--- config.mk ---
export PLATFORM = sky130hd
export DESIGN_NAME = falling_object_ctrl
export DESIGN_NICKNAME = d
export VERILOG_FILES = /design/src/rtl/falling_object_ctrl.sv
export SDC_FILE = /design/constraint.sdc
export NUM_CORES = 1
export LEC_CHECK = 0
export CAP_MARGIN = 20
export CORE_AREA = 2 2 99 101
export CTS_CLUSTER_SIZE = 8
export DETAILED_ROUTE_END_ITERATION = 8
export DIE_AREA = 0 0 101 103
export PLACE_DENSITY = 0.61
export SLEW_MARGIN = 40
export SYNTH_ARGS = -nofsm -noshare
export SYNTH_HDL_FRONTEND = slang
export SYNTH_SLANG_ARGS = --single-unit
--- constraint.sdc ---
create_clock -name clk -period 4.5 [get_ports clk]
set_input_delay 1.35 -clock clk [delete_from_list [all_inputs] [get_ports clk]]
set_output_delay 1.35 -clock clk [all_outputs]
set_load 0.1 [all_outputs]
--- src/rtl/falling_object_ctrl.sv ---
// falling_object_ctrl: push/wobble/fall/crash motion of one playfield object, stepped once per frame.
// Optional gravity acceleration enabled by defining FALL_ACCEL_EN.
module falling_object_ctrl #(
  parameter int INITIAL_X         = 32,
  parameter int INITIAL_Y         = 160,
  parameter int CELL_LOG2         = 5,
  parameter int FP_SHIFT          = 6,
  parameter int X_SPEED           = 128,
  parameter int Y_SPEED_INIT      = 128,
  parameter int Y_ACCEL           = 16,
  parameter int Y_SPEED_MAX       = 400,
  parameter int WOBBLE_FRAMES     = 130,
  parameter int CRASH_FALL_FRAMES = 18
) (
  input  logic               clk,
  input  logic               resetN,
  input  logic               startOfFrame,
  input  logic               can_fall,
  input  logic [1:0]         can_push,
  input  logic               collision,
  input  logic               side,
  input  logic               been_eaten,
  output logic [1:0]         obj_state,
  output logic signed [10:0] topLeftX,
  output logic signed [10:0] topLeftY,
  output logic [1:0]         image,
  output logic               busy
);
  localparam int CB = CELL_LOG2 + FP_SHIFT;
  localparam logic signed [31:0] X0 = 32'(INITIAL_X * (1 << FP_SHIFT));
  localparam logic signed [31:0] Y0 = 32'(INITIAL_Y * (1 << FP_SHIFT));
  localparam logic signed [31:0] XS = 32'(X_SPEED);
  localparam logic [15:0] WF = 16'(WOBBLE_FRAMES);
  localparam logic [9:0]  CF = 10'(CRASH_FALL_FRAMES);
  localparam logic [15:0] YSI = 16'(Y_SPEED_INIT);
  typedef enum logic [2:0] {IDLE, PUSH_R, PUSH_L, WOBBLE, FALL, CRASHED, EATEN} state_t;
  state_t state_q, state_d;
  logic signed [31:0] pos_x_q, pos_x_d, pos_y_q, pos_y_d, ny;
  logic [15:0] yspeed_q, yspeed_d, wcnt_q, wcnt_d;
  logic [9:0] fcnt_q, fcnt_d;
  logic hit_q, hit_d, side_q, side_d, hit, s;
  logic [1:0] obj_state_q, obj_state_d, image_q, image_d;
  logic busy_q, busy_d;
`ifdef FALL_ACCEL_EN
  logic [16:0] ysum;
  assign ysum = {1'b0, yspeed_q} + 17'(Y_ACCEL);
`else
  logic unused_cfg;
  assign unused_cfg = ^{Y_ACCEL, Y_SPEED_MAX};
`endif
  always_comb begin
    state_d = state_q;
    pos_x_d = pos_x_q;
    pos_y_d = pos_y_q;
    yspeed_d = yspeed_q;
    wcnt_d = wcnt_q;
    fcnt_d = fcnt_q;
    hit = hit_q | collision;
    s = collision ? side : side_q;
    hit_d = hit & ~startOfFrame;
    side_d = s;
    ny = pos_y_q + $signed({16'b0, yspeed_q});
    if (startOfFrame) begin
      case (state_q)
        IDLE: begin
          if (hit && can_push[~s]) state_d = s ? PUSH_L : PUSH_R;
          else if (can_fall) begin
            state_d = WOBBLE;
            wcnt_d = '0;
          end
        end
        PUSH_R, PUSH_L: begin
          pos_x_d = (state_q == PUSH_R) ? pos_x_q + XS : pos_x_q - XS;
          if (pos_x_d[CB-1:0] == '0) state_d = IDLE;
        end
        WOBBLE: begin
          wcnt_d = wcnt_q + 16'd1;
          if (!can_fall) state_d = IDLE;
          else if (wcnt_d == WF) begin
            state_d = FALL;
            yspeed_d = YSI;
            fcnt_d = '0;
          end
        end
        FALL: begin
          fcnt_d = fcnt_q + 10'(fcnt_q != 10'd1023);
          pos_y_d = ny;
`ifdef FALL_ACCEL_EN
          yspeed_d = (ysum > 17'(Y_SPEED_MAX)) ? 16'(Y_SPEED_MAX) : ysum[15:0];
`endif
          // land only where the step reaches or crosses a cell boundary
          if (!can_fall && (ny[31:CB] != pos_y_q[31:CB] || ny[CB-1:0] == '0)) begin
            pos_y_d = {ny[31:CB], {CB{1'b0}}};
            state_d = (fcnt_d >= CF) ? CRASHED : IDLE;
          end
        end
        CRASHED: state_d = been_eaten ? EATEN : CRASHED;
        default: state_d = state_q;
      endcase
    end
    obj_state_d = (state_d == FALL) ? 2'd1 : (state_d == CRASHED) ? 2'd2 : (state_d == EATEN) ? 2'd3 : 2'd0;
    image_d = (state_d == CRASHED || state_d == EATEN) ? 2'd3 :
              (state_d != WOBBLE) ? 2'd0 :
              (wcnt_d[5:4] == 2'd1) ? 2'd1 : (wcnt_d[5:4] == 2'd3) ? 2'd2 : 2'd0;
    busy_d = state_d != IDLE;
  end
  always_ff @(posedge clk or negedge resetN) begin
    if (!resetN) begin
      state_q <= IDLE;
      pos_x_q <= X0;
      pos_y_q <= Y0;
      yspeed_q <= '0;
      wcnt_q <= '0;
      fcnt_q <= '0;
      hit_q <= 1'b0;
      side_q <= 1'b0;
      obj_state_q <= '0;
      image_q <= '0;
      busy_q <= 1'b0;
    end else begin
      state_q <= state_d;
      pos_x_q <= pos_x_d;
      pos_y_q <= pos_y_d;
      yspeed_q <= yspeed_d;
      wcnt_q <= wcnt_d;
      fcnt_q <= fcnt_d;
      hit_q <= hit_d;
      side_q <= side_d;
      obj_state_q <= obj_state_d;
      image_q <= image_d;
      busy_q <= busy_d;
    end
  end
  assign topLeftX = pos_x_q[FP_SHIFT+10:FP_SHIFT];
  assign topLeftY = pos_y_q[FP_SHIFT+10:FP_SHIFT];
  assign obj_state = obj_state_q;
  assign image = image_q;
  assign busy = busy_q;
endmodule
==> flow_summary.toml <==
[clock_tree]
cts_sinks = 57
ctsHoldBuffers = 0
path_clk_slew_ns = 0.06
clock_latency_ns = 0.33
cts_buffers = 9
cts_setup_buffers = 0
ctsResizeCount = 0
clk_path_buf_depth = 2
cts_tree = "built"
cts_max_level = 3
cts_root_buf = "clkbuf_8"

[timing]
setup_viol = 0
fin_crit_ns = 3.798
hold_viol = 0
clock-skew-final_ns = 0.009830
finalMaxSlewViolations = 0
slew-limit-headroom_pct = 53.84
fin_crit_sh_pct = 84.40
worst_slew_pin_slew_ns = 0.6925
rsz0062_at_grt = "no"
fin_tns_setup_ns = 0
fmax_mhz = 263.3

[synthesis]
syn_area_um2 = 3680
netlist_instances = 417
yosysSeqAreaShare_pct = 38.86
ys_types = 59
synth_area_per_cell_um2 = 8.824
yosysWarnings = 0
synth-async-reset-ratio_pct = 100.0
ys.flop_type = "dfrtp_1"
ys_ff_latch = 57
synth-edff-count = 0

[global_routing]
grt_max_degree = 31
grt_pass1_wl_um = 13930
grt.met2_usage_pct = 25.95
grt_pass1_vias = 2834
grt_antenna_before_repair = 0
use_met3_pct = 4.339
grt.busiest_layer = "met2"
grt_overflow = 0
grt_usage_pct = 16.85
met1_usage_pct = 23.67

[detailed_routing]
finalWirelength_um = 8248
drtPass1Iterations = 4
dr.first_iter.drc_count = 129
postRouteAntennaNets = 0
drc = 0
wire_per_inst_um = 14.94
via_per_inst = 5.591
vias = 3086

[floorplanning]
dieArea_um2 = 10400
top_level_ports = 36
core_area_um2 = 9459
rows = 36
initial_core_util_pct = 38.90
die_height_um = 103
die_w_um = 101

[worst_setup_path]
critical_path_required_ns = 4.71
worstSetupEndpointType = "flop"
cp.arrival_ns = 4.00
crit_type = "reg2reg"
path_max_fanout = 9
crit_path_start_kind = "flop"
reg2reg_depth = 12

[finish]
final_common_cell = "o21ai_0"
nFillCells = 948
final_cell_mix = "56 x o21ai_0, 54 x dfrtp_1, 47 x nand2_1"
fin_nets = 459
n_antenna_cell = 0
seqCellArea_um2 = 1430
area_growth_pct = 10.91
multi_input_area_um2 = 2046
drive_above_1_share_pct = 15.07

[pwr]
power_density_nw_per_um2 = 605.4
finalPower_mw = 2.471
power_leakage_nw = 1.737
peakVddDrop_uv = 547.7

[place]
hpwl_um = 5850
portBuffers = 33
gp_congestion = 0.9107

[hold_path]
hold_path_class = "reg2reg"
hold_depth = 1

[job]
max_cap_violations = 0

[outcome]
status = "complete, no violations"
-- per-stage QoR --
stage | utilization (%) | worst slack, ns | cells | area [µm²] | hold slack [ns]
2_1_floorplan | - | 1.033 | 418 | 3684 | 0.4457
3_3_place_gp | 42.34 | 0.6757 | 536 | 4005 | 0.4584
3_5_place_dp | 41.08 | 0.6024 | 536 | 3886 | 0.4571
4_1_cts | 43.15 | 0.7340 | 552 | 4081 | 0.4700
5_1_grt | 43.15 | 0.4669 | 552 | 4081 | 0.4919
6_report | 43.15 | 0.7021 | 552 | 4081 | 0.4630
-- routing by layer --
layer	vias to the layer above	share of wire [%]
li1	1540	-
met2	74	45
met4	0	0.64
met5	-	0
met3	7	5.1
met1	1465	49
-- path summary, 6_finish.rpt --
path	start	slack, ns	end
worst min-delay path	pos_y_q[16]$_DFFE_PN0P_	0.46	pos_y_q[16]$_DFFE_PN0P_
worst min register to register	pos_y_q[16]$_DFFE_PN0P_	0.46	pos_y_q[16]$_DFFE_PN0P_
worst max-delay path	fcnt_q[2]$_DFFE_PN0P_	0.70	busy$_DFF_PN0_
min in group asynchronous	resetN	1.06	fcnt_q[6]$_DFFE_PN0P_
max in group asynchronous	resetN	2.57	pos_x_q[16]$_DFFE_PN0P_
worst max register to register	fcnt_q[2]$_DFFE_PN0P_	0.70	busy$_DFF_PN0_
-- cell type report --
class                   count  area share [%]
clock buffers              10           3.372
clock inverters             6           1.410
inverters                  10          0.9197
multi-input cells         318           50.12
flip-flops and latches     57           35.04
well taps                 114           3.495
repair buffers             37           5.641
-- cells in the mapped netlist (all sizes together), types with 10 or more instances --
cell type  count  area share (%)
dfrtp         54              37
nor2          26             2.7
buf           18             3.3
inv           10             1.0
clkbuf        15             1.5
ha            16             5.4
xnor2         15             3.6
nand3         17             2.4
o21ai         57             7.8
a21oi         12             1.6
nand2         47             4.8
nand4         12             2.2
o31ai         11             2.2
-- critical path: stages, from the launching register on --
cell      delay, ns
dfrtp_1        0.48
nand3_2        0.19
nor3_1         0.36
nand4_1        0.18
ha_1           0.21
ha_1           0.28
or4b_1         0.56
a21oi_1        0.17
o221ai_1       0.17
or3b_4         0.44
a32oi_4        0.26
inv_2          0.07
or3_1          0.30
-- sequential cells by signal (all words and copies together), names as in the netlist --
signal and flops:
fcnt_q 10, pos_y_q 10, obj_state 2, busy 1, hit_q 1, pos_x_q 10, image 2, state_q 3
yspeed_q 1, wcnt_q 16, side_q 1
-- cells by family after synthesis --
logic type / synth area share, %
AO/OA/AOI/OAI: 20.37
XOR/XNOR: 5.236
adder cells (fa/ha/maj): 5.984
buffers and inverters: 5.814
flip-flops: 38.86
multiplexers: 2.516
other: 0.1019
AND/OR/NAND/NOR: 21.12
-- where the power goes --
part           internal [mW]  switching, mW
combinational          0.395          0.909
clock                  0.267          0.213
sequential             0.599         0.0885
total                   1.26           1.21
(Power assumes the default switching activity.)
==> edit 1 (same flow settings) <==
Make the reset (`resetN`) synchronous in one clocked block.
--- a/src/rtl/falling_object_ctrl.sv
+++ b/src/rtl/falling_object_ctrl.sv
@@ -106,3 +106,3 @@
   end
-  always_ff @(posedge clk or negedge resetN) begin
+  always_ff @(posedge clk) begin
     if (!resetN) begin
Behaviour: differs if resetN is asserted again (counterexample within 4 cycles, from zero or initial values and one cycle with resetN low); with resetN held inactive, the same outputs for 10 cycles.
==> edit 1 against the original RTL <==
Routed wire length rose by 12%. Final area grew 2.1%. Core utilization up 0.93 points. Worst setup slack better by 160 ps. Area after synthesis increased by 2.7%. Hold slack improved by 18 ps. Highest routed layer unchanged. Sequential cell count stayed put.
Power is not compared: it rests on default switching activity, and its combinational part moved more than twofold at a synthesized area within 25%.
==> edit 1: results <==
export IMPL_crit_slowest_cell="or4b_1"
export IMPL_antennaDiodeCount=0
export IMPL_wl_met1_mm=4.51
export IMPL_maxSlewHeadroom_pct=59.8
export IMPL_routedWlPerCell_um=14.9
export IMPL_cts_buffers=9
export IMPL_wl_met3_um=365
export IMPL_clock_latency_ps=330
export IMPL_clock_path_buffers=2
export IMPL_top_register="wcnt_q"
export IMPL_grt_pass1_wl_mm=15.6
export IMPL_crit_arrival_ps=3900
export IMPL_synth_warnings=0
export IMPL_grt_usage_pct=18.6
export IMPL_synthTopCellsByCount="57 x dfxtp_1, 53 x nor2_1, 40 x a21oi_1, 40 x nand2_1, 29 x o21ai_0"
export IMPL_p_sw_uw=487
export IMPL_finalHoldViolCount=0
export IMPL_drtIter0Drc=147
export IMPL_largest_reg_flops=16
export IMPL_root_buffer="clkbuf_8"
export IMPL_routed_via_count=3539
export IMPL_r2r_cells=11
export IMPL_hold_class="reg2reg"
export IMPL_first_pass_iters=5
export IMPL_synthTopCellsByArea="dfxtp_1 30%, a21oi_1 5.3%, ha_1 5.3%"
export IMPL_crit_path_max_fanout=4
export IMPL_grt_pass1_vias=3197
export IMPL_async_flop_share_pct=0
export IMPL_hpwl_mm=6.44
export IMPL_p_leak_uw=0.00155
export IMPL_finalClockSkew_ps=9.04
export IMPL_whs_path_depth=2
export IMPL_htree_levels=3
export IMPL_clkTransAtPathRegs_ps=70
export IMPL_cpPeakStageDelay_ps=520
export IMPL_grt_antenna_before_repair=0
export IMPL_clock_sinks=57
export IMPL_crit_family="compound AO/OA/AOI/OAI gates"
export IMPL_nFillCells=982
export IMPL_dr_wl_met2_mm=4.17
export IMPL_place_gp_congestion=0.883
export IMPL_seq_area_frac_synth_pct=30.2
export IMPL_slew_violations=0
export IMPL_top_layer="met4"
export IMPL_status="finished clean"
export IMPL_peakVddDrop_uv=172
export IMPL_postCtsSetupBuffers=0
export IMPL_cts_resized=0
export IMPL_dp_slack_ps=545
export IMPL_num_nets_final=525
export IMPL_drive_gt1_share_pct=12.9
export IMPL_grt_max_degree=41
export IMPL_yosysUniqueCellTypes=70
==> edit 1: cell types whose count changed after synthesis, sizes merged, moves of 6 or more <==
| cell | before | now |
|---|---|---|
| dfxtp | 0 | 57 |
| dfrtp | 54 | 0 |
| a21oi | 12 | 40 |
| nor2 | 26 | 53 |
| o21ai | 57 | 31 |
| nor3 | 6 | 18 |
| o31ai | 11 | 1 |
| nand3 | 17 | 25 |
| a31oi | 9 | 16 |
| buf | 18 | 25 |
| nand2 | 47 | 40 |
| xnor2 | 15 | 9 |
==> edit 1: path summary, 6_finish.rpt <==
path / start / to / slack [ps]
worst max-delay path: side / image[1] / 860
worst min-delay path: pos_x_q[16] / pos_x_q[16] / 480
worst max register to register: state_q[2] / image[1] / 900
worst min register to register: pos_x_q[16] / pos_x_q[16] / 480
==> edit 1: routing by layer <==
layer,vias to the layer above,global-route usage [%]
li1,1783,-
met1,1662,24.9
met2,78,30.1
met3,16,2.58
met4,0,7.90
met5,-,0
==> edit 1: power by group through the flow <==
stage / registers, uW / clock network (uW) / logic, uW
finish: 541 / 498 / 362
CTS: 541 / 511 / 364
global placement: 553 / 0 / 371
floorplan: 648 / 0 / 203
detailed placement: 553 / 0 / 362
global route: 544 / 537 / 398
==> edit 1: area by class of cell <==
| class | count | area [um^2] | share of cell area, % |
|---|---|---|---|
| inverters | 14 | 52.6 | 1.26 |
| well taps | 114 | 143 | 3.42 |
| flip-flops and latches | 57 | 1140 | 27.4 |
| clock buffers | 10 | 138 | 3.30 |
| clock inverters | 6 | 67.6 | 1.62 |
| repair buffers | 41 | 265 | 6.36 |
| multi-input cells | 376 | 2360 | 56.7 |
==> edit 1: worst register-to-register path, delay by kind of cell, from the launching register on <==
family                   cells  cell delay [ps]
AO/OA/AOI/OAI                5             1150
flip-flops                   1              440
adder cells (fa/ha/maj)      1              370
buffers and inverters        1              270
AND/OR/NAND/NOR              4             1310
==> edit 1: cells by family (layout without fill, tap and decap cells) <==
kind of cell             count (synthesis)  count (layout)  synth area share, %
multiplexers                            11              11                 2.98
XOR/XNOR                                16              16                 3.71
buffers and inverters                   56              71                 7.55
AND/OR/NAND/NOR                        199             199                 27.4
adder cells (fa/ha/maj)                 17              17                 5.83
flip-flops                              57              57                 30.2
other                                    1               2               0.0992
AO/OA/AOI/OAI                          131             131                 22.2
==> edit 1: metrics by stage <==
| step | hold slack [ps] | util [%] | power (uW) | instance area, um^2 | std cells |
|---|---|---|---|---|---|
| after floorplan | 445 | - | 851 | 3780 | 489 |
| after global placement | 462 | 43.2 | 923 | 4090 | 602 |
| after detailed placement | 475 | 41.9 | 915 | 3960 | 602 |
| after CTS | 488 | 44.1 | 1420 | 4170 | 618 |
| after global routing | 513 | 44.1 | 1480 | 4170 | 618 |
| final | 481 | 44.1 | 1400 | 4170 | 618 |
==> edit 2 (config.mk and constraints unchanged) <==
Without the edit above. The option `FALL_ACCEL_EN` is turned on by a define.
--- a/src/rtl/falling_object_ctrl.sv
+++ b/src/rtl/falling_object_ctrl.sv
@@ -2,2 +2,4 @@
 // Optional gravity acceleration enabled by defining FALL_ACCEL_EN.
+`define FALL_ACCEL_EN
+
 module falling_object_ctrl #(
Formal check against the unedited RTL: same outputs for any inputs over 4 cycles, from zero or initial values and one cycle with resetN low; that may be too few to reach the edited logic, so the function may still have changed.
==> edit 2 against the original RTL <==
Sequential cell count up 18. Largest cell class unchanged. Power grew 12%. Critical path depth is 2 lower. Area after synthesis is 45% higher. Routed wire length up 42%. Final area up 40%. Highest routed layer unchanged. Worst setup slack gained 130 ps. Largest power group unchanged.
==> edit 2: results <==
export IMPL_p_leak_uw=0.00259
export IMPL_whs_path_depth=1
export IMPL_peakVddDrop_uv=751
export IMPL_htree_levels=3
export IMPL_antennaDiodeCount=0
export IMPL_synthTopCellsByArea="dfrtp_1 34%, ha_1 6.3%, nand2_1 4.3%"
export IMPL_cpPeakStageDelay_ps=470
export IMPL_clkTransAtPathRegs_ps=90
export IMPL_seq_area_frac_synth_pct=35.3
export IMPL_crit_slowest_cell="dfrtp_1"
export IMPL_startpoint="yspeed_q[5]"
export IMPL_nFillCells=848
export IMPL_place_gp_congestion=0.900
export IMPL_reg2reg_to="image[0]"
export IMPL_clock_latency_ps=350
export IMPL_synth_most_common_cell="dfrtp_1"
export IMPL_grt_pass1_vias=4062
export IMPL_routedWlPerCell_um=16.1
export IMPL_r2r_cells=10
export IMPL_worst_pin_slew_ps=770
export IMPL_hold_end="pos_y_q[16]"
export IMPL_grt_max_degree=76
export IMPL_first_pass_iters=4
export IMPL_via_per_inst=6.15
export IMPL_finalClockSkew_ps=13.6
export IMPL_synthTopCellsByCount="72 x dfrtp_1, 61 x nand2_1, 45 x o21ai_0, 39 x nor2_1, 32 x a21oi_1"
export IMPL_drtIter0Drc=179
export IMPL_status="finished clean"
export IMPL_drive_gt1_share_pct=13.6
export IMPL_root_buffer="clkbuf_8"
export IMPL_crit_family="compound AO/OA/AOI/OAI gates"
export IMPL_grt_pass1_wl_mm=19.3
export IMPL_rrSetupSlack_ps=830
export IMPL_io_buffers=34
export IMPL_crit_path_max_fanout=10
export IMPL_hpwl_mm=8.31
edit 2: cell types whose count changed in the layout (fill, tap and decap cells not counted), sizes merged, moves of 10 or more:
| cell | delta |
|---|---|
| ha | +11 |
| nand2 | +16 |
| a21oi | +21 |
| dfrtp | +18 |
| mux2 | +10 |
| nor2 | +13 |
| and2 | +14 |
edit 2: area by class of cell:
class                           count  share of cell area [%]
Clock buffer                        9                    2.16
Clock inverter                      7                    2.03
Inverter                           15                   0.984
Multi-Input combinational cell    467                    55.4
Sequential cell                    75                    32.9
Tap cell                          114                    2.49
Timing Repair Buffer               37                    4.09
edit 2: per-stage QoR:
stage | std cells | instance area [um^2] | worst slack [ps] | hold WS, ps | util [%]
3_5_place_dp | 708 | 5470 | 444 | 458 | 57.9
4_1_cts | 724 | 5710 | 828 | 468 | 60.4
2_1_floorplan | 599 | 5320 | 1210 | 443 | -
5_1_grt | 724 | 5720 | 485 | 482 | 60.5
6_report | 724 | 5720 | 835 | 461 | 60.5
3_3_place_gp | 708 | 5600 | 557 | 456 | 59.2
edit 2: routing by layer:
layer	share of wire [%]	wire [um]	global-route usage (%)
met5	0	0	0
met4	1.8	215	9.25
met3	2.8	328	2.51
met2	48	5580	37.9
met1	48	5570	32.1
edit 2: logic make-up after synthesis:
logic type      count (synthesis)  share of synthesized area (%)
compound gates                175                           22.3
xor+xnor                       31                           5.88
fa+ha+maj                      28                           6.72
buf+inv                        57                           5.29
flops                          75                           35.3
mux                            13                           2.73
other cells                     1                         0.0705
simple gates                  219                           21.7
edit 2: power by group:
| part | internal, uW | total [uW] | leakage [uW] | switching [uW] |
|---|---|---|---|---|
| Clock | 367 | 629 | 0.000119 | 261 |
| Sequential | 755 | 852 | 0.000996 | 97.1 |
| Combinational | 435 | 1290 | 0.00147 | 856 |
